`src/rtl/ql_mem_pkg.sv`:
```
// Shared video-RAM definitions: the slot owner encoding, the slot phase points and the bus widths.
// Latency: none (definitions only).
// Backpressure: none (definitions only).
package ql_mem_pkg;

    typedef enum logic [1:0] {
        OWN_NONE = 2'd0,
        OWN_VID  = 2'd1,
        OWN_MDV  = 2'd2,
        OWN_CPU  = 2'd3
    } owner_e;

    // Slot phases, counted in slot_cnt values.
    localparam int ISSUE_START = 1;  // first cycle with mem_rd/mem_we high
    localparam int ISSUE_END   = 4;  // last cycle with mem_rd/mem_we high
    localparam int VIDEO_END   = 3;  // last cycle with video_cycle high

    localparam int ADDR_W = 19;
    localparam int DATA_W = 16;
    localparam int BE_W   = 2;

endpackage

```
`src/rtl/ql_vram_arbiter_if.sv`:
```
// Requester and memory-side signals of the video RAM arbiter.
// Latency: wires only.
// Backpressure: requests are level-held until the matching one-cycle ack.
// Ports: vid_*, mdv_*, cpu_* request/ack groups; mem_* RAM bus; rdata; video_cycle.
interface ql_vram_arbiter_if;
    import ql_mem_pkg::*;

    logic              vid_req;
    logic [ADDR_W-1:0] vid_addr;
    logic              vid_ack;

    logic              mdv_men;
    logic              mdv_req;
    logic              mdv_we;
    logic [ADDR_W-1:0] mdv_addr;
    logic [DATA_W-1:0] mdv_wdata;
    logic              mdv_ack;

    logic              cpu_req;
    logic              cpu_we;
    logic [BE_W-1:0]   cpu_be;
    logic [ADDR_W-1:0] cpu_addr;
    logic [DATA_W-1:0] cpu_wdata;
    logic              cpu_ack;

    logic [DATA_W-1:0] rdata;

    logic [ADDR_W-1:0] mem_addr;
    logic              mem_rd;
    logic              mem_we;
    logic [BE_W-1:0]   mem_be;
    logic [DATA_W-1:0] mem_wdata;
    logic [DATA_W-1:0] mem_rdata;

    logic              video_cycle;

    // Arbiter side.
    modport slave (
        input  vid_req, vid_addr,
        input  mdv_men, mdv_req, mdv_we, mdv_addr, mdv_wdata,
        input  cpu_req, cpu_we, cpu_be, cpu_addr, cpu_wdata,
        input  mem_rdata,
        output vid_ack, mdv_ack, cpu_ack, rdata,
        output mem_addr, mem_rd, mem_we, mem_be, mem_wdata,
        output video_cycle
    );

    // Requester / memory-model side.
    modport master (
        output vid_req, vid_addr,
        output mdv_men, mdv_req, mdv_we, mdv_addr, mdv_wdata,
        output cpu_req, cpu_we, cpu_be, cpu_addr, cpu_wdata,
        output mem_rdata,
        input  vid_ack, mdv_ack, cpu_ack, rdata,
        input  mem_addr, mem_rd, mem_we, mem_be, mem_wdata,
        input  video_cycle
    );

endinterface

```
`src/rtl/ql_slot_timer.sv`:
```
// Free-running memory slot counter with a registered video_cycle phase flag.
// Latency: slot_cnt and video_cycle are registered; slot_nxt is the combinational next count.
// Backpressure: none, the counter never stalls.
// Ports: clk_video, reset; slot_cnt, slot_nxt, video_cycle outputs.
module ql_slot_timer
    import ql_mem_pkg::*;
#(
    parameter int SLOT_LEN = 8,
    parameter int CW       = $clog2(SLOT_LEN)
) (
    input  logic          clk_video,
    input  logic          reset,
    output logic [CW-1:0] slot_cnt,
    output logic [CW-1:0] slot_nxt,
    output logic          video_cycle
);

    always_comb begin
        slot_nxt = (slot_cnt == CW'(SLOT_LEN - 1)) ? '0 : slot_cnt + CW'(1);
    end

    // video_cycle is computed from the next count so the flag lines up with slot_cnt.
    always_ff @(posedge clk_video) begin
        if (reset) begin
            slot_cnt    <= '0;
            video_cycle <= 1'b1;
        end else begin
            slot_cnt    <= slot_nxt;
            video_cycle <= (slot_nxt <= CW'(VIDEO_END));
        end
    end

endmodule

```
`src/rtl/ql_vram_arbiter.sv`:
```
// Time-slot arbiter sharing QL video RAM between video fetch, microdrive (mdv) and CPU.
// Latency: request sampled at slot_cnt 0, ack and rdata at slot_cnt CAP_CYC+1 (CAP_CYC+1 cycles).
// Backpressure: requests are level-held until ack; a losing requester simply waits for a later slot.
// Ports: clk_video, reset; bus (ql_vram_arbiter_if.slave) carrying requests, acks, rdata, RAM bus, video_cycle.
module ql_vram_arbiter
    import ql_mem_pkg::*;
#(
    parameter int SLOT_LEN   = 8,
    parameter int CAP_CYC    = 5,
    parameter int STARVE_MAX = 3
) (
    input  logic             clk_video,
    input  logic             reset,
    ql_vram_arbiter_if.slave bus
);

    localparam int CW = $clog2(SLOT_LEN);
    localparam int SW = $clog2(STARVE_MAX + 1);

    logic [CW-1:0]     slot_cnt;
    logic [CW-1:0]     slot_nxt;

    owner_e            owner_q;
    owner_e            grant;
    logic              wr_q;
    logic              last_cpu_q;
    logic [SW-1:0]     starve_q;

    logic              sample;
    logic              mdv_ok;
    logic              grant_we;
    logic [ADDR_W-1:0] grant_addr;
    logic [BE_W-1:0]   grant_be;
    logic [DATA_W-1:0] grant_wdata;
    logic [SW-1:0]     starve_nxt;
    logic              last_cpu_nxt;
    logic              owner_act;
    logic              wr_cur;
    logic              issue_nxt;
    logic              capture;

    ql_slot_timer #(
        .SLOT_LEN (SLOT_LEN),
        .CW       (CW)
    ) u_timer (
        .clk_video   (clk_video),
        .reset       (reset),
        .slot_cnt    (slot_cnt),
        .slot_nxt    (slot_nxt),
        .video_cycle (bus.video_cycle)
    );

    // Grant decision, only consumed when slot_cnt is 0.
    always_comb begin
        sample      = (slot_cnt == '0);
        mdv_ok      = bus.mdv_men && bus.mdv_req;
        grant       = OWN_NONE;
        grant_we    = 1'b0;
        grant_addr  = bus.mem_addr;
        grant_be    = bus.mem_be;
        grant_wdata = bus.mem_wdata;

        if (bus.vid_req) begin
            grant = OWN_VID;
        end else if (mdv_ok && bus.cpu_req) begin
            // Alternate between mdv and CPU unless the CPU has lost too many slots in a row.
            if (starve_q >= SW'(STARVE_MAX) || !last_cpu_q) begin
                grant = OWN_CPU;
            end else begin
                grant = OWN_MDV;
            end
        end else if (mdv_ok) begin
            grant = OWN_MDV;
        end else if (bus.cpu_req) begin
            grant = OWN_CPU;
        end

        case (grant)
            OWN_VID: begin
                grant_addr = bus.vid_addr;
                grant_be   = 2'b11;
            end
            OWN_MDV: begin
                grant_we    = bus.mdv_we;
                grant_addr  = bus.mdv_addr;
                grant_be    = 2'b11;
                grant_wdata = bus.mdv_wdata;
            end
            OWN_CPU: begin
                grant_we    = bus.cpu_we;
                grant_addr  = bus.cpu_addr;
                grant_be    = bus.cpu_be;
                grant_wdata = bus.cpu_wdata;
            end
            default: ;
        endcase

        if (!bus.cpu_req || grant == OWN_CPU) begin
            starve_nxt = '0;
        end else if (starve_q < SW'(STARVE_MAX)) begin
            starve_nxt = starve_q + SW'(1);
        end else begin
            starve_nxt = starve_q;
        end

        last_cpu_nxt = last_cpu_q;
        if (grant == OWN_CPU) begin
            last_cpu_nxt = 1'b1;
        end else if (grant == OWN_MDV) begin
            last_cpu_nxt = 1'b0;
        end

        // In the sampling cycle the owner register is still the old slot's; use the fresh grant.
        owner_act = sample ? (grant != OWN_NONE) : (owner_q != OWN_NONE);
        wr_cur    = sample ? grant_we : wr_q;
        issue_nxt = (slot_nxt >= CW'(ISSUE_START)) && (slot_nxt <= CW'(ISSUE_END));
        capture   = (slot_cnt == CW'(CAP_CYC)) && (owner_q != OWN_NONE);
    end

    always_ff @(posedge clk_video) begin
        if (reset) begin
            owner_q       <= OWN_NONE;
            wr_q          <= 1'b0;
            last_cpu_q    <= 1'b1;
            starve_q      <= '0;
            bus.mem_rd    <= 1'b0;
            bus.mem_we    <= 1'b0;
            bus.mem_be    <= '0;
            bus.mem_addr  <= '0;
            bus.mem_wdata <= '0;
            bus.rdata     <= '0;
            bus.vid_ack   <= 1'b0;
            bus.mdv_ack   <= 1'b0;
            bus.cpu_ack   <= 1'b0;
        end else begin
            if (sample) begin
                owner_q       <= grant;
                wr_q          <= grant_we;
                starve_q      <= starve_nxt;
                last_cpu_q    <= last_cpu_nxt;
                bus.mem_addr  <= grant_addr;
                bus.mem_be    <= grant_be;
                bus.mem_wdata <= grant_wdata;
            end
            bus.mem_rd <= owner_act && !wr_cur && issue_nxt;
            bus.mem_we <= owner_act &&  wr_cur && issue_nxt;
            if (capture && !wr_q) begin
                bus.rdata <= bus.mem_rdata;
            end
            bus.vid_ack <= capture && (owner_q == OWN_VID);
            bus.mdv_ack <= capture && (owner_q == OWN_MDV);
            bus.cpu_ack <= capture && (owner_q == OWN_CPU);
        end
    end

endmodule

```
`src/flat_wrapper.sv`:
```
// flat-port wrapper written by rule: the top's interface ports become plain ports
module ql_vram_arbiter_flat import ql_mem_pkg::*;
#(
    parameter int SLOT_LEN   = 8,
    parameter int CAP_CYC    = 5,
    parameter int STARVE_MAX = 3
)
  (clk_video, reset, bus_vid_req, bus_vid_addr, bus_mdv_men, bus_mdv_req, bus_mdv_we, bus_mdv_addr, bus_mdv_wdata, bus_cpu_req, bus_cpu_we, bus_cpu_be, bus_cpu_addr, bus_cpu_wdata, bus_mem_rdata, bus_vid_ack, bus_mdv_ack, bus_cpu_ack, bus_rdata, bus_mem_addr, bus_mem_rd, bus_mem_we, bus_mem_be, bus_mem_wdata, bus_video_cycle);
  ql_vram_arbiter_if bus_i ();
  input  logic clk_video;
  input  logic reset;
  input wire logic [$bits(bus_i.vid_req)-1:0] bus_vid_req;
  input wire logic [$bits(bus_i.vid_addr)-1:0] bus_vid_addr;
  input wire logic [$bits(bus_i.mdv_men)-1:0] bus_mdv_men;
  input wire logic [$bits(bus_i.mdv_req)-1:0] bus_mdv_req;
  input wire logic [$bits(bus_i.mdv_we)-1:0] bus_mdv_we;
  input wire logic [$bits(bus_i.mdv_addr)-1:0] bus_mdv_addr;
  input wire logic [$bits(bus_i.mdv_wdata)-1:0] bus_mdv_wdata;
  input wire logic [$bits(bus_i.cpu_req)-1:0] bus_cpu_req;
  input wire logic [$bits(bus_i.cpu_we)-1:0] bus_cpu_we;
  input wire logic [$bits(bus_i.cpu_be)-1:0] bus_cpu_be;
  input wire logic [$bits(bus_i.cpu_addr)-1:0] bus_cpu_addr;
  input wire logic [$bits(bus_i.cpu_wdata)-1:0] bus_cpu_wdata;
  input wire logic [$bits(bus_i.mem_rdata)-1:0] bus_mem_rdata;
  output wire logic [$bits(bus_i.vid_ack)-1:0] bus_vid_ack;
  output wire logic [$bits(bus_i.mdv_ack)-1:0] bus_mdv_ack;
  output wire logic [$bits(bus_i.cpu_ack)-1:0] bus_cpu_ack;
  output wire logic [$bits(bus_i.rdata)-1:0] bus_rdata;
  output wire logic [$bits(bus_i.mem_addr)-1:0] bus_mem_addr;
  output wire logic [$bits(bus_i.mem_rd)-1:0] bus_mem_rd;
  output wire logic [$bits(bus_i.mem_we)-1:0] bus_mem_we;
  output wire logic [$bits(bus_i.mem_be)-1:0] bus_mem_be;
  output wire logic [$bits(bus_i.mem_wdata)-1:0] bus_mem_wdata;
  output wire logic [$bits(bus_i.video_cycle)-1:0] bus_video_cycle;
  assign bus_i.vid_req = bus_vid_req;
  assign bus_i.vid_addr = bus_vid_addr;
  assign bus_i.mdv_men = bus_mdv_men;
  assign bus_i.mdv_req = bus_mdv_req;
  assign bus_i.mdv_we = bus_mdv_we;
  assign bus_i.mdv_addr = bus_mdv_addr;
  assign bus_i.mdv_wdata = bus_mdv_wdata;
  assign bus_i.cpu_req = bus_cpu_req;
  assign bus_i.cpu_we = bus_cpu_we;
  assign bus_i.cpu_be = bus_cpu_be;
  assign bus_i.cpu_addr = bus_cpu_addr;
  assign bus_i.cpu_wdata = bus_cpu_wdata;
  assign bus_i.mem_rdata = bus_mem_rdata;
  assign bus_vid_ack = bus_i.vid_ack;
  assign bus_mdv_ack = bus_i.mdv_ack;
  assign bus_cpu_ack = bus_i.cpu_ack;
  assign bus_rdata = bus_i.rdata;
  assign bus_mem_addr = bus_i.mem_addr;
  assign bus_mem_rd = bus_i.mem_rd;
  assign bus_mem_we = bus_i.mem_we;
  assign bus_mem_be = bus_i.mem_be;
  assign bus_mem_wdata = bus_i.mem_wdata;
  assign bus_video_cycle = bus_i.video_cycle;
  ql_vram_arbiter #(.SLOT_LEN(SLOT_LEN), .CAP_CYC(CAP_CYC), .STARVE_MAX(STARVE_MAX)) u_core (.clk_video(clk_video), .reset(reset), .bus(bus_i));
endmodule
```
`config.mk`:
```
export PLATFORM = sky130hd
export DESIGN_NAME = ql_vram_arbiter_flat
export DESIGN_NICKNAME = d
export VERILOG_FILES = /design/src/rtl/ql_mem_pkg.sv /design/src/rtl/ql_vram_arbiter_if.sv /design/src/rtl/ql_slot_timer.sv /design/src/rtl/ql_vram_arbiter.sv /design/src/flat_wrapper.sv
export SDC_FILE = /design/constraint.sdc
export NUM_CORES = 1
export LEC_CHECK = 0
export ABC_AREA = 1
export BUFFER_PORTS_ARGS = -buffer_cell sky130_fd_sc_hd__buf_2
export CAP_MARGIN = 5
export CORE_MARGIN = 2
export CORE_UTILIZATION = 45
export DETAILED_ROUTE_END_ITERATION = 10
export PLACE_DENSITY = 0.9
export SYNTH_ARGS = -nofsm -noshare
export SYNTH_HDL_FRONTEND = slang
export SYNTH_SLANG_ARGS = --single-unit
```
`constraint.sdc`:
```
create_clock -name clk_video -period 1.7 [get_ports clk_video]
set_input_delay 0.085 -clock clk_video [delete_from_list [all_inputs] [get_ports clk_video]]
set_output_delay 0.085 -clock clk_video [all_outputs]
set_load 0.03 [all_outputs]
```
[Word-level counts from Yosys, hierarchy flattened]
Index checks and enable logic that the tools add are counted.
Widths: inputs -> output; s select.
Storage, ports and cells
  flip-flop bits (word level): 68
  latch bits: 0
  bits in writable memories: 0
  ROM bits: 0
  output and inout port bits: 59
  memories: 0
Operators by class
  $add $sub $neg: 2
  multipliers: 0
  divide/modulo/power cells: 0
  magnitude comparators: 5
  eq/ne operators: 8
  shifts and indexed selects: 0
  muxes and demuxes: 16
  bitwise logic cells: 0
  reduce and logical (&&, ||, !) cells: 30
Operators by type and width (number)
  $pmux 19 s3: 1
  $pmux 16 s2: 1
  $logic_and 1x1->1: 12
  $mux 2: 6
  $reduce_bool 2->1: 5
  $eq 2x2->1 const B: 4
  $reduce_and 2->1: 4
  $eq 3x3->1 const B: 2
  $mux 1: 5
  $eq 2x1->1 const B: 2
  $logic_not 1->1: 4
  $pmux 2 s2: 1
  $add 3x1->3 const B: 1
  $ge 3x1->1 const B: 1
  $le 3x2->1 const B: 1
  $le 3x3->1 const B: 1
  $logic_not 3->1: 1
  $mux 3: 1
  $reduce_bool 3->1: 1
  $add 2x1->2 const B: 1
  $ge 2x2->1 const B: 1
  $logic_or 1x1->1: 2
  $lt 2x2->1 const B: 1
  $pmux 1 s2: 1
  $reduce_or 2->1: 1

[Depth between registers and ports, before layout]
Gate-level depths: netlist (run 1).
  word-level depth: 11
  depth in mapped cells: 11
  gate-level depth less buffers: 10

[Cells and area by module]
From an unflattened synthesis (run 1), not the netlist that was laid out.
Second synthesis, totals
  cells, all modules: 523
  area, all modules: 3422.0 sq um
Modules (own cells, without submodules)
  ql_vram_arbiter: times used 1, cells each 506, area an instance 3273.1 sq um
  ql_slot_timer: times used 1, cells each 17, area an instance 148.9 sq um

[Worst setup path after synthesis (run 1)]
OpenSTA, ideal clock, no wires.
  path kind: register to register
  from: register u_core.u_timer.slot_cnt[0]
  to: register u_core.bus.mem_addr[10]
  library setup time: 109 ps
  arrival time: 1376 ps
  data required time: 1591 ps
  setup slack: 215 ps
  stages on the path, launching flop included: 12
  buffers on the path: 1
  period minus slack after synthesis: 1485 ps
  cell sequence: dfxtp_1 -> inv_1 -> ha_1 -> nand2_1 -> inv_1 -> nand2_2 -> inv_1 -> buf_4 -> nor2_1 -> nor2_1 -> nand2_1 -> inv_1
Between the ends
  longest elaborated chain between the ends: 2
Ends and longest elaborated chain
  start: declaration: RTL line ql_slot_timer.sv:13  | output logic [CW-1:0] slot_cnt,
  start signal: assignment: RTL line ql_slot_timer.sv:28  | slot_cnt <= slot_nxt;
  $logic_not 3->1: RTL line ql_vram_arbiter.sv:55  | sample = (slot_cnt == '0);
  $reduce_and 2->1 (no line)
  end signal: assignment: RTL line ql_vram_arbiter.sv:141  | bus.mem_addr <= grant_addr;
  end: declaration: RTL line ql_vram_arbiter_if.sv:44  | output mem_addr, mem_rd, mem_we, mem_be, mem_wdata,
Every way passes these cells.
A chain may end at the register's enable or synchronous reset.

[Worst setup path after layout (run 1)]
  from: register u_core.u_timer.slot_cnt[0]
  to: register u_core.bus.mem_addr[3]
The elaborated chain is that of the path after synthesis.

==> qor.txt, run 1 <==
Outcome: completed
Drt total wl: 9690 um
Setup_tns: 0 ns
Post-synthesis mux area share: 0%
Core area: 0.00718 mm^2
Area Growth Syn to Fin: 41.9%
Top routing layer in use: met4
Worst r2r path cells: 10
Die area: 0.00806 mm^2
Top cells by count, synth: nand2_1, nor2_1, inv_1
Crit path kind: flop to flop
Chip Height: 89.8 um
Worst Hold End: u_core.bus.rdata[0]$_SDFFE_PP0P_
Setup crit start kind: flop
Total Power: 4060 uW
Synth Register Bits: 68
Worst-path clk slew: 0.07 ns
Clk sinks: 68
Leading area contributor after synthesis: dfxtp_1
Crit path top cell by count: inv_1
Crit path arrival time: 1.79 ns
Rows: 31
Crit-path max cell delay: 0.36 ns
First-pass GRT wire length: 16,200 um
Number of H-tree levels: 3
Worst clock skew: 0.00866 ns
Adder-cell share of the synthesized area: 1.89%
Hpwl dp: 6740 um
Final WS setup: 0.139 ns
Syn Area/Cell: 6.31 um^2
GPL Wtd Cong: 0.818
I/O Pins: 174
Post-synth ARST share: 0%
Worst Max-Slew Pin Slew: 0.408 ns
Port Buffers: 173
Largest net degree at the start of global routing: 38
Largest family of logic cells by synthesized area: simple AND/OR/NAND/NOR gates
Worst slack, placed: 0.00167 ns
Crit-path cells: inv_1 > ha_1 > nand2_1 > inv_1 > nand2_4 > clkinvlp_2 > nor2_1 > nor2_1 > nand2_1 > inv_1
Sequential fraction of the synthesis area: 41.1%
Worst Path Max Fanout: 5
Clock Tree Root: clkbuf_8
Hold depth: 3
Max-Cap Viols: 0
Final #Nets: 841
Setup Viol. Count Final: 0
Fmax: 640 MHz
Min cycle time layout: 1.56 ns
Synth Instances: 525
Avg WL per Cell: 11.8 um
DP Area: 0.00427 mm^2
Post-synth top area share: 41.1%
Normalized max-slew margin: 72.8%
CTS tree: done
Synth cell types: 23
Fraction of layout cells with a size suffix above 1: 29.8%
Final Hold Fails: 0
Critical R2R Launch: u_core.u_timer.slot_cnt[0]$_SDFF_PP0_
Fillers: 635
Grt total ovfl: 0
Required time worst endpoint: 1.93 ns
Routed length on met1: 3920 um
Via-per-instance ratio: 4.61
Gr usage total: 24.2%
Compound-cell area share of the yosys netlist: 5.40%
R2R setup slack: 0.14 ns
Synth area leaders: dfxtp_1, nand2_1, nor2_1
RSZ-0062 raised after global routing: no
Initial antenna violation count: 0
Tcrit/Tclk final: 91.9%
Final std cells w/o fill: 825
Storage element area: 0.00136 mm^2
Routed Antenna Nets: 0
CTS buffer count: 9
Post-synth EDFFs: 0
Detailed Route Iter0 Violations: 158
HP Start: bus_mem_rdata[0]
Max Buffers Root-to-Sink: 2
Vias in the first global route: 3,826
Slew Limit Fails: 0
Synth warn: 0
Area of the multi-input gates: 0.00154 mm^2
Synthesized area: 0.00331 mm^2
P per Cell Area: 864 mW/mm^2
Syn_nets: 645
Starting Density: 46.1%
CP endpoint kind: flop
Clk Latency, worst-skew pair: 0.33 ns
Top-count cell post-synth: nand2_1
Main synth FF type: dfxtp_1
Worst vdd ir: 0.597 mV
Simple-Gate Fraction of Synth Area: 39.1%
WL met2: 5020 um
Post-Synth XOR/XNOR Area: 0%
Design Area, Final: 0.00470 mm^2
CP top delay family: simple AND/OR/NAND/NOR gates
Antenna Cells: 0
Leak: 0.00277 uW
DRC: 0
Placed Cells: 784
Worst path bufs/invs: 4
Reg2reg end: u_core.bus.mem_addr[3]$_SDFFE_PP0P_
Worst path slowest cell: dfxtp_1
Die width: 89.8 um
WL met3: 633 um
Detailed-router iteration count before antenna repair: 4
Total number of vias: 3,804
Min-Delay Path Class: input port to flop
## layer usage
layer / global-route usage [%] / vias up
li1: - / 1972
met1: 26.2 / 1690
met2: 45.3 / 130
met3: 6.12 / 12
met4: 8.97 / 0
met5: 0 / -
## repair_timing
action,in CTS,in global routing
endpoints found under the hold margin,17,0
setup endpoints to repair,5,50
pin swaps,0,2
hold buffers,17,0
resized for setup,1,9
gates cloned,0,2
buffers inserted,0,6
## cell type report
type | count | area share, %
Clock buffer | 11 | 3.01
Timing Repair inverter | 2 | 0.266
Clock inverter | 5 | 0.586
Inverter | 73 | 6.29
Sequential cell | 68 | 29.0
Multi-Input combinational cell | 360 | 32.8
Timing Repair Buffer | 207 | 25.4
Tap cell | 99 | 2.64
## through the flow
| stage | util (%) | hold slack, ns |
|---|---|---|
| CTS | 64.2 | 0.0114 |
| global placement | 59.5 | 0.306 |
| detailed placement | 59.5 | 0.317 |
| global route | 65.5 | 0.0135 |
| finish | 65.5 | 0.0264 |
| floorplan | - | 0.220 |
## how the worst max path moves through the flow
stage                                           from                                   end  cells after the start
2_1_floorplan  u_core.u_timer.slot_cnt[0]$_SDFF_PP0_  u_core.bus.mem_addr[10]$_SDFFE_PP0P_                     11
3_3_place_gp         u_core.starve_q[0]$_SDFFE_PP0P_                u_core.wr_q$_SDFF_PP0_                      9
3_5_place_dp         u_core.starve_q[0]$_SDFFE_PP0P_  u_core.bus.mem_addr[16]$_SDFFE_PP0P_                      9
4_1_cts        u_core.u_timer.slot_cnt[1]$_SDFF_PP0_      u_core.bus.rdata[0]$_SDFFE_PP0P_                      7
5_1_grt              u_core.starve_q[0]$_SDFFE_PP0P_                u_core.wr_q$_SDFF_PP0_                      9
6_report       u_core.u_timer.slot_cnt[0]$_SDFF_PP0_   u_core.bus.mem_addr[3]$_SDFFE_PP0P_                     10
## kinds of logic after synthesis
kind of cell | after synthesis
compound gates | 32
fa+ha+maj | 5
buf+inv | 97
flops | 68
simple gates | 323
## state kept, by name (all words and copies together), names as in the netlist, 2 cells and up
name                     flops
u_core.u_timer.slot_cnt      3
u_core.bus.rdata            16
u_core.bus.mem_addr         19
u_core.bus.mem_be            2
u_core.bus.mem_wdata        16
u_core.owner_q               2
u_core.starve_q              2
## power breakdown
part,switching [uW],internal (uW),leakage [uW],total [uW]
clock network,573,559,0.0000889,1130
registers,65.6,1720,0.000557,1790
logic,712,423,0.00212,1140
total,1350,2710,0.00277,4060
## cell usage in the layout (no fill, tap or decap)
master,n
nor2_2,1
buf_6,1
clkbuf_8,10
nand3_1,39
buf_2,173
nand2_4,1
clkbuf_1,1
bufinv_8,1
buf_4,14
nor4_1,3
nor3_1,2
nor2_4,2
a31oi_1,1
inv_1,70
dlygate4sd3_1,17
dfxtp_1,68
clkinv_2,4
a21oi_4,1
o21ai_0,22
ha_1,5
a21boi_0,1
nand2_1,140
clkinvlp_2,1
nand4_1,2
clkinvlp_4,4
a21oi_1,6
buf_12,2
o21ai_2,1
nor2_1,133
## worst reg2reg max path, delay by kind of cell (launching register included)
family | cells | cell delay [ns]
flip-flops | 1 | 0.36
adder cells (fa/ha/maj) | 1 | 0.19
buffers and inverters | 4 | 0.41
AND/OR/NAND/NOR | 5 | 0.50
Power figures use the tool's default switching activity.
==> inputs of run 2 (changes only) <==
Settings changed: CORE_ASPECT_RATIO set to 0.75.
==> run 2 against run 1 <==
Setup slack got worse by 0.0062 ns. Worst hold slack got worse by 0.015 ns. Die area barely moved. Register-to-register slack barely moved. Core utilization fell by 0.38 points. Cell count did not move. Non-clock buffer count fell by 2. Via count rose by 2.8%. Fmax fell by 0.39%. Clock skew barely moved. Sequential share of layout area barely moved. Largest power group unchanged. Highest routed layer unchanged.
==> qor.txt, run 2 (synthesis results as in run 1) <==
Clock Tree Root: clkbuf_8
Area Growth Syn to Fin: 42.1%
GPL Wtd Cong: 0.811
Crit path kind: flop to flop
Min-Delay Path Class: input port to flop
Number of H-tree levels: 3
Clk pwr share: 29.0%
Internal: 2720 uW
Top Registers: u_core.bus.mem_addr x19, u_core.bus.mem_wdata x16, u_core.bus.rdata x16
DRC: 0
Vias in the first global route: 3,663
Worst path bufs/invs: 1
Fmax: 638 MHz
Drt total wl: 10,300 um
Hold Slack: 0.0115 ns
Fraction of layout cells with a size suffix above 1: 29.7%
Max FFs per register: 19
Chip Height: 78.3 um
First-pass GRT wire length: 15,500 um
Final std cells w/o fill: 825
Most common cell after layout, fill and taps aside: buf_2
Grt total ovfl: 0
P per Cell Area: 880 mW/mm^2
Worst r2r path cells: 9
Clk Latency, worst-skew pair: 0.34 ns
Antenna Cells: 0
Max Buffers Root-to-Sink: 2
Routed Antenna Nets: 0
CTS buffer count: 9
Crit-path cells: ha_1 > nor2_1 > nand2_1 > nand3_1 > bufinv_8 > nand2_1 > nand3_1 > nand2_1 > nor2_1
Detailed-router iteration count before antenna repair: 6
Setup Viol. Count Final: 0
Normalized max-slew margin: 70.6%
CTS tree: done
Hpwl dp: 6880 um
Final Hold Fails: 0
Port Buffers: 173
Leak: 0.00275 uW
I/O Pins: 174
RSZ-0062 raised after global routing: yes
Largest net degree at the start of global routing: 38
Worst vdd ir: 0.446 mV
Most frequent cells in the layout: buf_2, nand2_1, nor2_1
Setup crit start kind: flop
DP Area: 0.00428 mm^2
Crit-path max cell delay: 0.37 ns
CP top delay family: simple AND/OR/NAND/NOR gates
Via-per-instance ratio: 4.74
Outcome: completed
Detailed Route Iter0 Violations: 178
Tcrit/Tclk final: 92.2%
Rows: 27
CP endpoint kind: flop
Crit path top cell by count: nand2_1
Worst-path clk slew: 0.08 ns
Worst clock skew: 0.00907 ns
Hold depth: 3
Final #Nets: 839
Worst Max-Slew Pin Slew: 0.441 ns
Worst path slowest cell: dfxtp_1
Most flops, register: u_core.bus.mem_addr
Fillers: 684
Starting Density: 45.8%
Worst Path Max Fanout: 37
Required time worst endpoint: 1.97 ns
Die width: 103 um
Slew Limit Fails: 0
Instance count on the critical path: 9
Crit path arrival time: 1.84 ns
Initial antenna violation count: 0
Sequential share of power: 43.4%
Max-Cap Viols: 0
Setup_tns: 0 ns
Sw Share: 34.4%
Min cycle time layout: 1.57 ns
Design Area, Final: 0.00470 mm^2
NetSw: 1420 uW
Clk sinks: 68
Total number of vias: 3,909
Core area: 0.00723 mm^2
Placed Cells: 785
Avg WL per Cell: 12.5 um
Die area: 0.00807 mm^2
Gr usage total: 24.2%
Combinational power share: 27.6%
run 2: repair_timing:
| item | CTS | global route |
|---|---|---|
| setup buffers | 0 | 6 |
| gates resized for setup | 1 | 10 |
| pin swaps | 0 | 1 |
| gates cloned | 0 | 2 |
| hold buffers | 16 | 0 |
| hold endpoints to repair | 16 | 0 |
| endpoints found under the setup margin | 5 | 41 |
run 2: metal layers:
layer	global-route usage, %	share of wire [%]	vias to the layer above	wire length, um
met1	26.5	42	1725	4280
met2	43.4	48	179	4930
met5	0	0	-	0
met4	11.4	3.6	0	372
li1	-	-	1964	-
met3	6.14	6.8	41	698
run 2: path summary, 6_finish.rpt:
path	startpoint	end	slack (ns)
worst max-delay path	u_core.starve_q[0]$_SDFFE_PP0P_	u_core.wr_q$_SDFF_PP0_	0.13
worst min-delay path	bus_mem_rdata[9]	u_core.bus.rdata[9]$_SDFFE_PP0P_	0.01
worst min register to register	u_core.starve_q[1]$_SDFFE_PP0P_	u_core.starve_q[1]$_SDFFE_PP0P_	0.48
worst max register to register	u_core.starve_q[0]$_SDFFE_PP0P_	u_core.wr_q$_SDFF_PP0_	0.13
run 2: power by group through the flow:
stage          combinational [uW]  clock [uW]  sequential [uW]
3_3_place_gp                 1040           0             1820
4_1_cts                      1110        1240             1790
3_5_place_dp                 1080           0             1830
2_1_floorplan                 487           0             2040
6_report                     1140        1200             1790
5_1_grt                      1270        1300             1810
run 2: cell type report:
class / instances / area [um^2] / area share, %
repair buffers: 205 / 1190 / 25.2
well taps: 101 / 126 / 2.69
inverters: 73 / 295 / 6.28
clock buffers: 11 / 141 / 3.01
flip-flops and latches: 68 / 1360 / 29.0
repair inverters: 2 / 15.0 / 0.319
multi-input cells: 360 / 1540 / 32.7
clock inverters: 5 / 36.3 / 0.771
run 2: worst register-to-register path: cells and delay by family, from the launching register on:
family | cells | cell delay [ns]
flops | 1 | 0.37
fa+ha+maj | 1 | 0.21
simple gates | 7 | 0.59
buf+inv | 1 | 0.34
run 2: per-stage QoR:
step                      total power, uW  utilization [%]  setup WS (ns)
after floorplan                      2530                -          0.215
after global placement               2870             59.1         0.0684
after detailed placement             2910             59.1        -0.0625
after CTS                            4140             63.8         0.0340
after global routing                 4380             65.1        -0.0370
final                                4140             65.1          0.132
==> inputs of run 3 (changes only) <==
Settings changed: ABC_CLOCK_PERIOD_IN_PS set to 1700, CELL_PAD_IN_SITES_DETAIL_PLACEMENT set to 1, CELL_PAD_IN_SITES_GLOBAL_PLACEMENT set to 1, CORE_UTILIZATION 45 to 29, GPL_TIMING_DRIVEN set to 0, PLACE_DENSITY 0.9 to 0.89.
==> run 3 against run 2 <==
Sequential share of layout area down 1.1 points. Flip-flop and latch count unchanged. Global-route usage down 4.1 points. Critical endpoint is now u_core.bus.mem_be[1]$_SDFFE_PP0P_. Cell area up 3.9%. Largest cell class unchanged.
==> qor.txt, run 3 (synthesis results as in run 1) <==
CP endpoint kind: flop
Tcrit/Tclk final: 93.6%
Final Hold Fails: 0
Min cycle time layout: 1.59 ns
P per Cell Area: 1000 mW/mm^2
I/O Pins: 174
Hold Slack: 0.0161 ns
Total Power: 4890 uW
Clk sinks: 68
Detailed-router iteration count before antenna repair: 4
Normalized max-slew margin: 64.1%
CTS tree: done
GR Util met2: 37.4%
Die area: 0.0123 mm^2
Clk Latency, worst-skew pair: 0.33 ns
Setup Viol. Count Final: 0
Crit path kind: flop to flop
Fraction of layout cells with a size suffix above 1: 30.2%
Max-Cap Viols: 0
Crit path arrival time: 1.81 ns
Avg WL per Cell: 14.0 um
Grt total ovfl: 0
Initial antenna violation count: 0
First-pass GRT wire length: 19,400 um
Number of H-tree levels: 3
Largest net degree at the start of global routing: 15
Min-Delay Path Class: input port to flop
Chip Height: 96.5 um
Antenna Cells: 0
Worst-path clk slew: 0.06 ns
Met3 Use GR: 5.56%
Area of the multi-input gates: 0.00156 mm^2
Most common cell after layout, fill and taps aside: buf_2
Met1 usage in global routing: 22.7%
Worst slack, placed: -0.193 ns
Most flops, register: u_core.bus.mem_addr
CTS buffer count: 9
Outcome: completed
Final #Nets: 848
Top Registers: u_core.bus.mem_addr x19, u_core.bus.mem_wdata x16, u_core.bus.rdata x16
Via-per-instance ratio: 4.52
Storage element area: 0.00136 mm^2
GPL Wtd Cong: 0.824
Final WS setup: 0.109 ns
Area Growth Syn to Fin: 47.7%
Fmax: 629 MHz
Clock Tree Root: clkbuf_16
Fillers: 1,500
Worst Path Max Fanout: 10
Placed Cells: 838
Final std cells w/o fill: 873
Drt total wl: 12,300 um
Gr usage total: 20.2%
Routed Antenna Nets: 0
Required time worst endpoint: 1.92 ns
Setup_tns: 0 ns
Max Buffers Root-to-Sink: 2
Starting Density: 30.0%
Vias in the first global route: 4,143
Global route hottest layer: met2
Slew Limit Fails: 0
Worst Max-Slew Pin Slew: 0.539 ns
Die width: 127 um
DRC: 0
Hpwl dp: 9370 um
Most frequent cells in the layout: buf_2, nand2_1, nor2_1
Core area: 0.0110 mm^2
Detailed Route Iter0 Violations: 119
Worst vdd ir: 0.575 mV
Max FFs per register: 19
Total number of vias: 3,948
Setup crit start kind: flop
Leak: 0.00283 uW
Port Buffers: 173
Worst clock skew: 0.00793 ns
Rows: 33
==> run 3: layer usage <==
layer | routed length (um) | up-vias
li1 | - | 1982
met1 | 5290 | 1832
met2 | 6070 | 114
met3 | 705 | 20
met4 | 191 | 0
met5 | 0 | -
==> run 3: area by class of cell <==
type | count | share of cell area [%]
Clock inverter | 7 | 1.64
Tap cell | 140 | 3.58
Sequential cell | 68 | 27.9
Buffer | 24 | 3.10
Clock buffer | 9 | 4.61
Multi-Input combinational cell | 360 | 31.8
Inverter | 73 | 5.66
Timing Repair Buffer | 192 | 21.7
==> run 3: power breakdown <==
part           internal (uW)  switching (uW)  leakage [uW]  total, uW
combinational            424             752       0.00213       1180
clock                   1160             765      0.000143       1920
sequential              1730            68.8      0.000558       1800
total                   3310            1580       0.00283       4890
==> run 3: repair_timing <==
item                                    in CTS  in global routing
pin swaps                                    0                  3
hold buffers                                16                  0
setup buffers                                0                  3
resized for setup                            6                 10
hold endpoints to repair                    16                  0
endpoints found under the setup margin      22                 46
==> run 3: through the flow <==
step | utilization (%) | cell area (um^2)
floorplan | - | 3310
global placement | 39.5 | 4350
global route | 44.3 | 4890
detailed placement | 39.5 | 4350
finish | 44.3 | 4890
CTS | 43.8 | 4830
==> run 3: final timing paths <==
check | cells past startpoint | slack [ns] | endpoint | startpoint
worst max-delay path | 8 | 0.11 | u_core.bus.mem_be[1]$_SDFFE_PP0P_ | u_core.starve_q[0]$_SDFFE_PP0P_
worst min-delay path | 3 | 0.02 | u_core.bus.rdata[7]$_SDFFE_PP0P_ | bus_mem_rdata[7]
worst max register to register | 8 | 0.11 | u_core.bus.mem_be[1]$_SDFFE_PP0P_ | u_core.starve_q[0]$_SDFFE_PP0P_
worst min register to register | 2 | 0.47 | u_core.starve_q[1]$_SDFFE_PP0P_ | u_core.starve_q[1]$_SDFFE_PP0P_
==> run 3: worst max-delay path, stage by stage (launching register included) <==
cell,delay [ns]
dfxtp_1,0.36
ha_1,0.22
nor2_2,0.06
nand2_2,0.11
nand3_2,0.12
buf_6,0.17
buf_6,0.14
nor3_1,0.21
nor2_1,0.08
